--- config.mk ---
export PLATFORM = sky130hd
export DESIGN_NAME = mem_port_arbiter
export DESIGN_NICKNAME = d
export VERILOG_FILES = /design/src/rtl/mem_arb_pkg.sv /design/src/rtl/mem_port_arbiter.sv
export SDC_FILE = /design/constraint.sdc
export NUM_CORES = 1
export LEC_CHECK = 0
export ABC_AREA = 0
export CORE_UTILIZATION = 28
export DETAILED_ROUTE_END_ITERATION = 6
export GPL_TIMING_DRIVEN = 0
export SLEW_MARGIN = 10
export SYNTH_ARGS = -nofsm -noshare
export SYNTH_HDL_FRONTEND = slang
export SYNTH_SLANG_ARGS = --single-unit
export TNS_END_PERCENT = 10
--- constraint.sdc ---
create_clock -name clk -period 1.9 [get_ports clk]
set_clock_uncertainty 0.1 [all_clocks]
set_input_delay 0.38 -clock clk [delete_from_list [all_inputs] [get_ports clk]]
set_output_delay 0.38 -clock clk [all_outputs]
set_load 0.005 [all_outputs]
--- src/rtl/mem_arb_pkg.sv ---
// Shared types and helpers for the I/D memory port arbiter.
package mem_arb_pkg;

    typedef enum logic [1:0] {IDLE, WAIT, RESP} state_t;
    typedef enum logic {OWN_I, OWN_D} owner_t;

    // Byte lane select for a single-byte store at the given word offset.
    function automatic logic [3:0] be_from_off(input logic [1:0] off);
        return 4'b0001 << off;
    endfunction

endpackage

--- src/rtl/mem_port_arbiter.sv ---
// Arbitrates the unified single-ported memory between fetch (I) and load/store (D),
// one transaction at a time, D-priority with a starvation guard for I.
module mem_port_arbiter
    import mem_arb_pkg::*;
#(
    parameter int ADDR_W     = 32,
    parameter int STARVE_MAX = 4,
    parameter int TIMEOUT    = 64
) (
    input  logic              clk,
    input  logic              rst,
    input  logic              i_req,
    input  logic [ADDR_W-1:0] i_addr,
    input  logic              i_flush,
    output logic              i_gnt,
    output logic              i_rvalid,
    output logic [31:0]       i_rdata,
    input  logic              d_req,
    input  logic              d_we,
    input  logic [ADDR_W-1:0] d_addr,
    input  logic [7:0]        d_wdata,
    output logic              d_gnt,
    output logic              d_rvalid,
    output logic [31:0]       d_rdata,
    output logic              err,
    output logic              m_req,
    output logic              m_we,
    output logic [ADDR_W-1:0] m_addr,
    output logic [31:0]       m_wdata,
    output logic [3:0]        m_be,
    input  logic              m_ack,
    input  logic [31:0]       m_rdata
);

    localparam int SW = $clog2(STARVE_MAX + 1);
    localparam int TW = (TIMEOUT > 1) ? $clog2(TIMEOUT) : 1;
    localparam logic [SW-1:0] STK_MAX = SW'(STARVE_MAX);
    localparam logic [TW-1:0] TMO_MAX = TW'(TIMEOUT - 1);

    state_t        state_q;
    owner_t        owner_q;
    logic [SW-1:0] streak_q;
    logic [TW-1:0] tmo_q;
    logic          discard_q;
    logic          err_q;
    logic [31:0]   rdata_q;

    logic d_win, i_win, idle, resp, i_kill;

    // I is forced only once D has won STARVE_MAX times in a row over a waiting I.
    assign d_win  = d_req && !(streak_q == STK_MAX && i_req);
    assign i_win  = i_req && !d_win;
    assign idle   = (state_q == IDLE) && !rst;
    assign resp   = (state_q == RESP) && !rst;
    assign i_gnt  = idle && i_win;
    assign d_gnt  = idle && d_win;

    // A flush seen in the RESP cycle itself must still hide the fetch response.
    assign i_kill   = (owner_q == OWN_I) && (discard_q || i_flush);
    assign i_rvalid = resp && (owner_q == OWN_I) && !i_kill;
    assign d_rvalid = resp && (owner_q == OWN_D);
    assign i_rdata  = i_rvalid ? rdata_q : 32'h0;
    assign d_rdata  = d_rvalid ? rdata_q : 32'h0;
    assign err      = resp && err_q && !i_kill;

    always_ff @(posedge clk) begin
        if (rst) begin
            state_q   <= IDLE;
            owner_q   <= OWN_I;
            streak_q  <= '0;
            tmo_q     <= '0;
            discard_q <= 1'b0;
            err_q     <= 1'b0;
            rdata_q   <= '0;
            m_req     <= 1'b0;
            m_we      <= 1'b0;
            m_addr    <= '0;
            m_wdata   <= '0;
            m_be      <= '0;
        end else begin
            case (state_q)
                IDLE: begin
                    if (i_req || d_req) begin
                        state_q   <= WAIT;
                        m_req     <= 1'b1;
                        tmo_q     <= '0;
                        err_q     <= 1'b0;
                        rdata_q   <= '0;
                        discard_q <= i_win && i_flush;
                        if (d_win) begin
                            owner_q  <= OWN_D;
                            m_we     <= d_we;
                            m_addr   <= d_addr;
                            m_be     <= d_we ? be_from_off(d_addr[1:0]) : 4'hF;
                            m_wdata  <= d_we ? {4{d_wdata}} : 32'h0;
                            streak_q <= !i_req ? '0 :
                                        (streak_q == STK_MAX) ? streak_q : streak_q + 1'b1;
                        end else begin
                            owner_q  <= OWN_I;
                            m_we     <= 1'b0;
                            m_addr   <= i_addr;
                            m_be     <= 4'hF;
                            m_wdata  <= 32'h0;
                            streak_q <= '0;
                        end
                    end
                end
                WAIT: begin
                    if (owner_q == OWN_I && i_flush) discard_q <= 1'b1;
                    if (m_ack) begin
                        rdata_q <= m_we ? 32'h0 : m_rdata;
                        m_req   <= 1'b0;
                        state_q <= RESP;
                    end else if (tmo_q == TMO_MAX) begin
                        m_req   <= 1'b0;
                        err_q   <= 1'b1;
                        state_q <= RESP;
                    end else begin
                        tmo_q <= tmo_q + 1'b1;
                    end
                end
                default: begin
                    if (owner_q == OWN_I && i_flush) discard_q <= 1'b1;
                    state_q <= IDLE;
                end
            endcase
        end
    end

endmodule
# Yosys cells after proc, flatten, opt, wreduce, memory -nomap -nowiden
# Index checks and enable logic that the tools add are counted.
[word_totals]
out_inout_bits = 139
input_bits = 111
regBits = 116
elab_cells = 94
[op_classes]
shifts = 1
n_bitwise = 1
n_reduce_logical = 32
eq_ne = 11
add_sub_neg = 2
muxes = 35
[ops]
columns = ["operator", "n"]
rows = [
  ["$mux 32", 8],
  ["$pmux 32 s2", 1],
  ["$mux 6", 3],
  ["$logic_and 1x1->1", 15],
  ["$pmux 6 s2", 1],
  ["$mux 1", 11],
  ["$mux 3", 3],
  ["$reduce_and 3->1", 3],
  ["$mux 4", 2],
  ["$ne 2x2->1 const B", 4],
  ["$reduce_and 4->1", 2],
  ["$add 6x1->6 const B", 1],
  ["$eq 6x6->1 const B", 1],
  ["$mux 2", 3],
  ["$ne 3x3->1 const B", 2],
  ["$reduce_and 2->1", 3],
  ["$logic_not 1->1", 4],
  ["$pmux 1 s2", 2],
  ["$pmux 2 s2", 1],
  ["$reduce_bool 2->1", 2],
  ["$shl 1x2->4 const A", 1],
  ["$add 3x1->3 const B", 1],
  ["$eq 3x3->1 const B", 1],
  ["$eq 2x1->1 const B", 1],
  ["other kinds (5)", 6],
]

# Depth between registers and ports, before layout
[depth]
ltp_word = 9
depth_mapped = 7
depth_no_buf = 6

# Least setup slack after synthesis
# Ideal clock, no wire load.
[synth_path]
path_kind = "input to register"
startpoint = "input m_ack"
endpoint = "register tmo_q[3]"
cell_stages = 4
setup_slack_ps = 121
setup_ps = 74
t_required_ps = 1726
n_path_buf = 0
arrival_ps = 1605
path_cell_list = "or3b_1 a31o_4 or4_1 a31oi_1"
[synth_via]
elab_chain_cells = 2
[synth_rtl]
columns = ["item", "line_no", "rtl"]
rows = [
  ["start, declared", "mem_port_arbiter.sv:31", "input logic m_ack,"],
  ["$ne 2x2->1 (no source line)", "--", ""],
  ["$reduce_and 4->1 (no source line)", "--", ""],
  ["end signal, assigned", "mem_port_arbiter.sv:119", "tmo_q <= tmo_q + 1'b1;"],
  ["end, declared", "mem_port_arbiter.sv:43", "logic [TW-1:0] tmo_q;"],
]
# Every way passes these cells.
# A chain may end at the register's enable or synchronous reset.

# Final worst setup path
[layout_path]
startpoint = "register state_q[0]"
endpoint = "output d_rdata[21]"
[layout_via]
elab_chain_cells = 4
[layout_rtl]
columns = ["item", "line_no", "rtl"]
rows = [
  ["start, declared", "mem_port_arbiter.sv:40", "state_t state_q;"],
  ["start signal, assigned", "mem_port_arbiter.sv:68", "state_q <= IDLE;"],
  ["start signal, assigned", "mem_port_arbiter.sv:84", "state_q <= WAIT;"],
  ["start signal, assigned", "mem_port_arbiter.sv:113", "state_q <= RESP;"],
  ["$eq 2x2->1", "mem_port_arbiter.sv:54", "assign resp = (state_q == RESP) && !rst;"],
  ["$logic_and 1x1->1", "mem_port_arbiter.sv:54", ""],
  ["$logic_and 1x1->1", "mem_port_arbiter.sv:61", "assign d_rvalid = resp && (owner_q == OWN_D);"],
  ["$mux 32", "mem_port_arbiter.sv:63", "assign d_rdata = d_rvalid ? rdata_q : 32'h0;"],
  ["end, declared", "mem_port_arbiter.sv:24", "output logic [31:0] d_rdata,"],
]
# Every way passes these cells.

==> qor.csv <==
metric,value,unit
ir_drop,0.000377,V
final.setup.tns,-10.78,ns
min_to,rdata_q[0],
hold_class,reg2reg,
clk_pin_slew,0.06,ns
first_pass_iters,4,
crit_required,1.42,ns
p_seq_share,41.3,%
cp_max_fo,8,
synth_seq_area_share,42.3,%
grt_usage,20.1,%
cp-end-kind,output port,
start_util,28.6,%
crit_path_start_kind,flip-flop,
worstHoldPathCells,2,
dp_cells,986,
fp.dieArea,16100,sq um
coreArea,15200,sq um
status,"finished, violations left",
grt_pass1_wl,25200,um
rows,45,
clock_path_buffers,2,
ctsHoldBuffers,0,
final_common_cell,clkdlybuf4s50_1,
drv_cap,0,
ys_ff_latch,92,
synthToLayoutAreaGrowth,81.2,%
period_share,114,%
swShare,25.9,%
grt-ovfl-total,0,
yosys_most_used_dff,dfxtp_1,
finalHoldViolCount,0,
grt_pass1_vias,4896,
period_minus_slack,2.16,ns
reg2regPathDepth,4,
hp-start,rdata_q[0],
synth_cell_types,40,
crit_type,reg2out,
via_per_inst,4.90,
drv_slew,0,
grt_max_degree,15,
clock_sinks,92,
wirelength,16300,um
critPathSlowestCell,dfxtp_4,
power_frac_clock,37.1,%
cts_root_buffer,clkbuf_16,
hpwl,12000,um
crit_chain,"nor2_4, and3_4, clkbuf_8, buf_6, buf_6, and2_4, buf_6",
tightest_slew,0.665,ns
r2r_end,tmo_q[5],
async_flop_share,0,%
fin_cells,1032,
post_synth.cell_area_avg,7.93,sq um
synth_edf_count,0,
critPathArrivalTime,1.68,ns
max_freq,0.464,GHz
crit_family,simple AND/OR/NAND/NOR gates,
cts_buffers,9,
fp.dieW,127,um
final_antenna_net_count,0,
drive_above_1_share,27.3,%
rsz0062_at_grt,yes,
cpMostUsedCell,buf_6,
nets,952,
route.vias.total,5055,
final_cell_mix,"clkdlybuf4s50_1 (176), dfxtp_1 (84), nand3_1 (72), nand2_1 (67), nor2_1 (42)",
mappedNetlistArea,4350,sq um
reg2reg_slack,0.07,ns
violations,negative setup slack,
io_buffers,249,
antenna_found_initial,1,
rr_startpoint,state_q[0],
drt_iter0_markers,175,
drc,0,
slew_headroom,55.4,%
htreeDepth,3,
cts_tree,done,
ios,250,
p_switching,0.00136,W
synth_nets,663,
p_int,0.00389,W
power_density,665,nW/um^2
comb_power_share,21.7,%
setup_viol,66,
cpPeakStageDelay,0.36,ns
wl_per_cell,15.8,um
final.setup.worst_slack,-0.257,ns
yosysWarnings,0,
clock_latency,0.34,ns
p_leak,3.28,nW
crit_buf_inv,4,
syn_inst,549,
gp_congestion,0.837,
die_h,127,um
[metrics by stage]
stage                     hold WS (ns)  power (W)  area (sq um)  util [%]  setup WS [ns]
after global routing             0.383    0.00549          7890      51.9         -0.314
after detailed placement         0.356    0.00326          7080      46.6          -1.10
after floorplan                  0.336    0.00262          4350         -          0.121
after global placement           0.346    0.00324          7080      46.6          -1.07
after CTS                        0.367    0.00525          7740      50.9         -0.260
final                            0.364    0.00525          7890      51.9         -0.257
[final cells by class]
class                   count  area (sq um)
clock inverters             5          75.1
multi-input cells         387          2330
inverters                   4          15.0
clock buffers              11           243
well taps                 188           235
diodes                      1          2.50
plain buffers              66           477
flip-flops and latches     92          1850
repair buffers            278          2660
fillers                  1483          7310
[power groups by stage]
stage	Combinational, W	Clock, W	Sequential (W)
global placement	0.00105	0	0.00220
CTS	0.00110	0.00199	0.00216
floorplan	0.000432	0	0.00219
detailed placement	0.00106	0	0.00220
global route	0.00124	0.00207	0.00218
finish	0.00114	0.00194	0.00217
[synthesized netlist by cell type (5+ instances only)]
cell / number / area [sq um]
a311oi_1: 32 / 280
a22o_1: 8 / 70.1
nand2b_1: 5 / 31.3
nand3_1: 74 / 370
a21oi_1: 42 / 210
clkbuf_1: 37 / 139
buf_4: 24 / 180
and2_1: 64 / 400
dfxtp_1: 92 / 1840
nor2_1: 48 / 180
nand2_1: 68 / 255
[cells by family after synthesis]
family / after synthesis / share of synthesized area [%]
simple gates: 280 / 31.9
flops: 92 / 42.3
mux: 1 / 0.259
compound gates: 103 / 16.5
fa+ha+maj: 3 / 0.862
buf+inv: 70 / 8.22
[how the worst max path moves through the flow]
stage	from	end	slack, ns	cells after the start
detailed placement	rst	i_rdata[21]	-1.10	6
floorplan	m_ack	tmo_q[3]	0.12	4
global placement	rst	i_rdata[21]	-1.07	6
finish	state_q[0]	d_rdata[21]	-0.26	7
global route	state_q[0]	d_rdata[21]	-0.31	7
CTS	state_q[0]	i_rdata[16]	-0.26	7
[flip-flops by register name, indices dropped and copies added (netlist names)]
signal,cells
owner_q,1
m_wdata,8
err_q,1
discard_q,1
tmo_q,6
rdata_q,32
m_we,1
m_be,4
streak_q,3
m_addr,32
m_req,1
state_q,2
[worst min-delay path: stages, from the launching register on]
cell,delay (ns)
dfxtp_1,0.32
nand2_1,0.05
a21oi_1,0.05
[routing by layer]
layer	share of wire [%]	vias to the layer above	global-route usage (%)	routed length [um]
li1	-	2477	-	-
met2	49	201	34.8	8030
met5	0	-	0	0
met1	40	2354	22.8	6510
met3	8.7	23	6.66	1410
met4	2.0	0	7.77	324
[what timing repair did]
item,CTS,global route
cloned,6,0
buffers inserted,23,0
resized for setup,378,81
setup endpoints to repair,156,163
pin swaps,31,4
(Power assumes the default switching activity.)
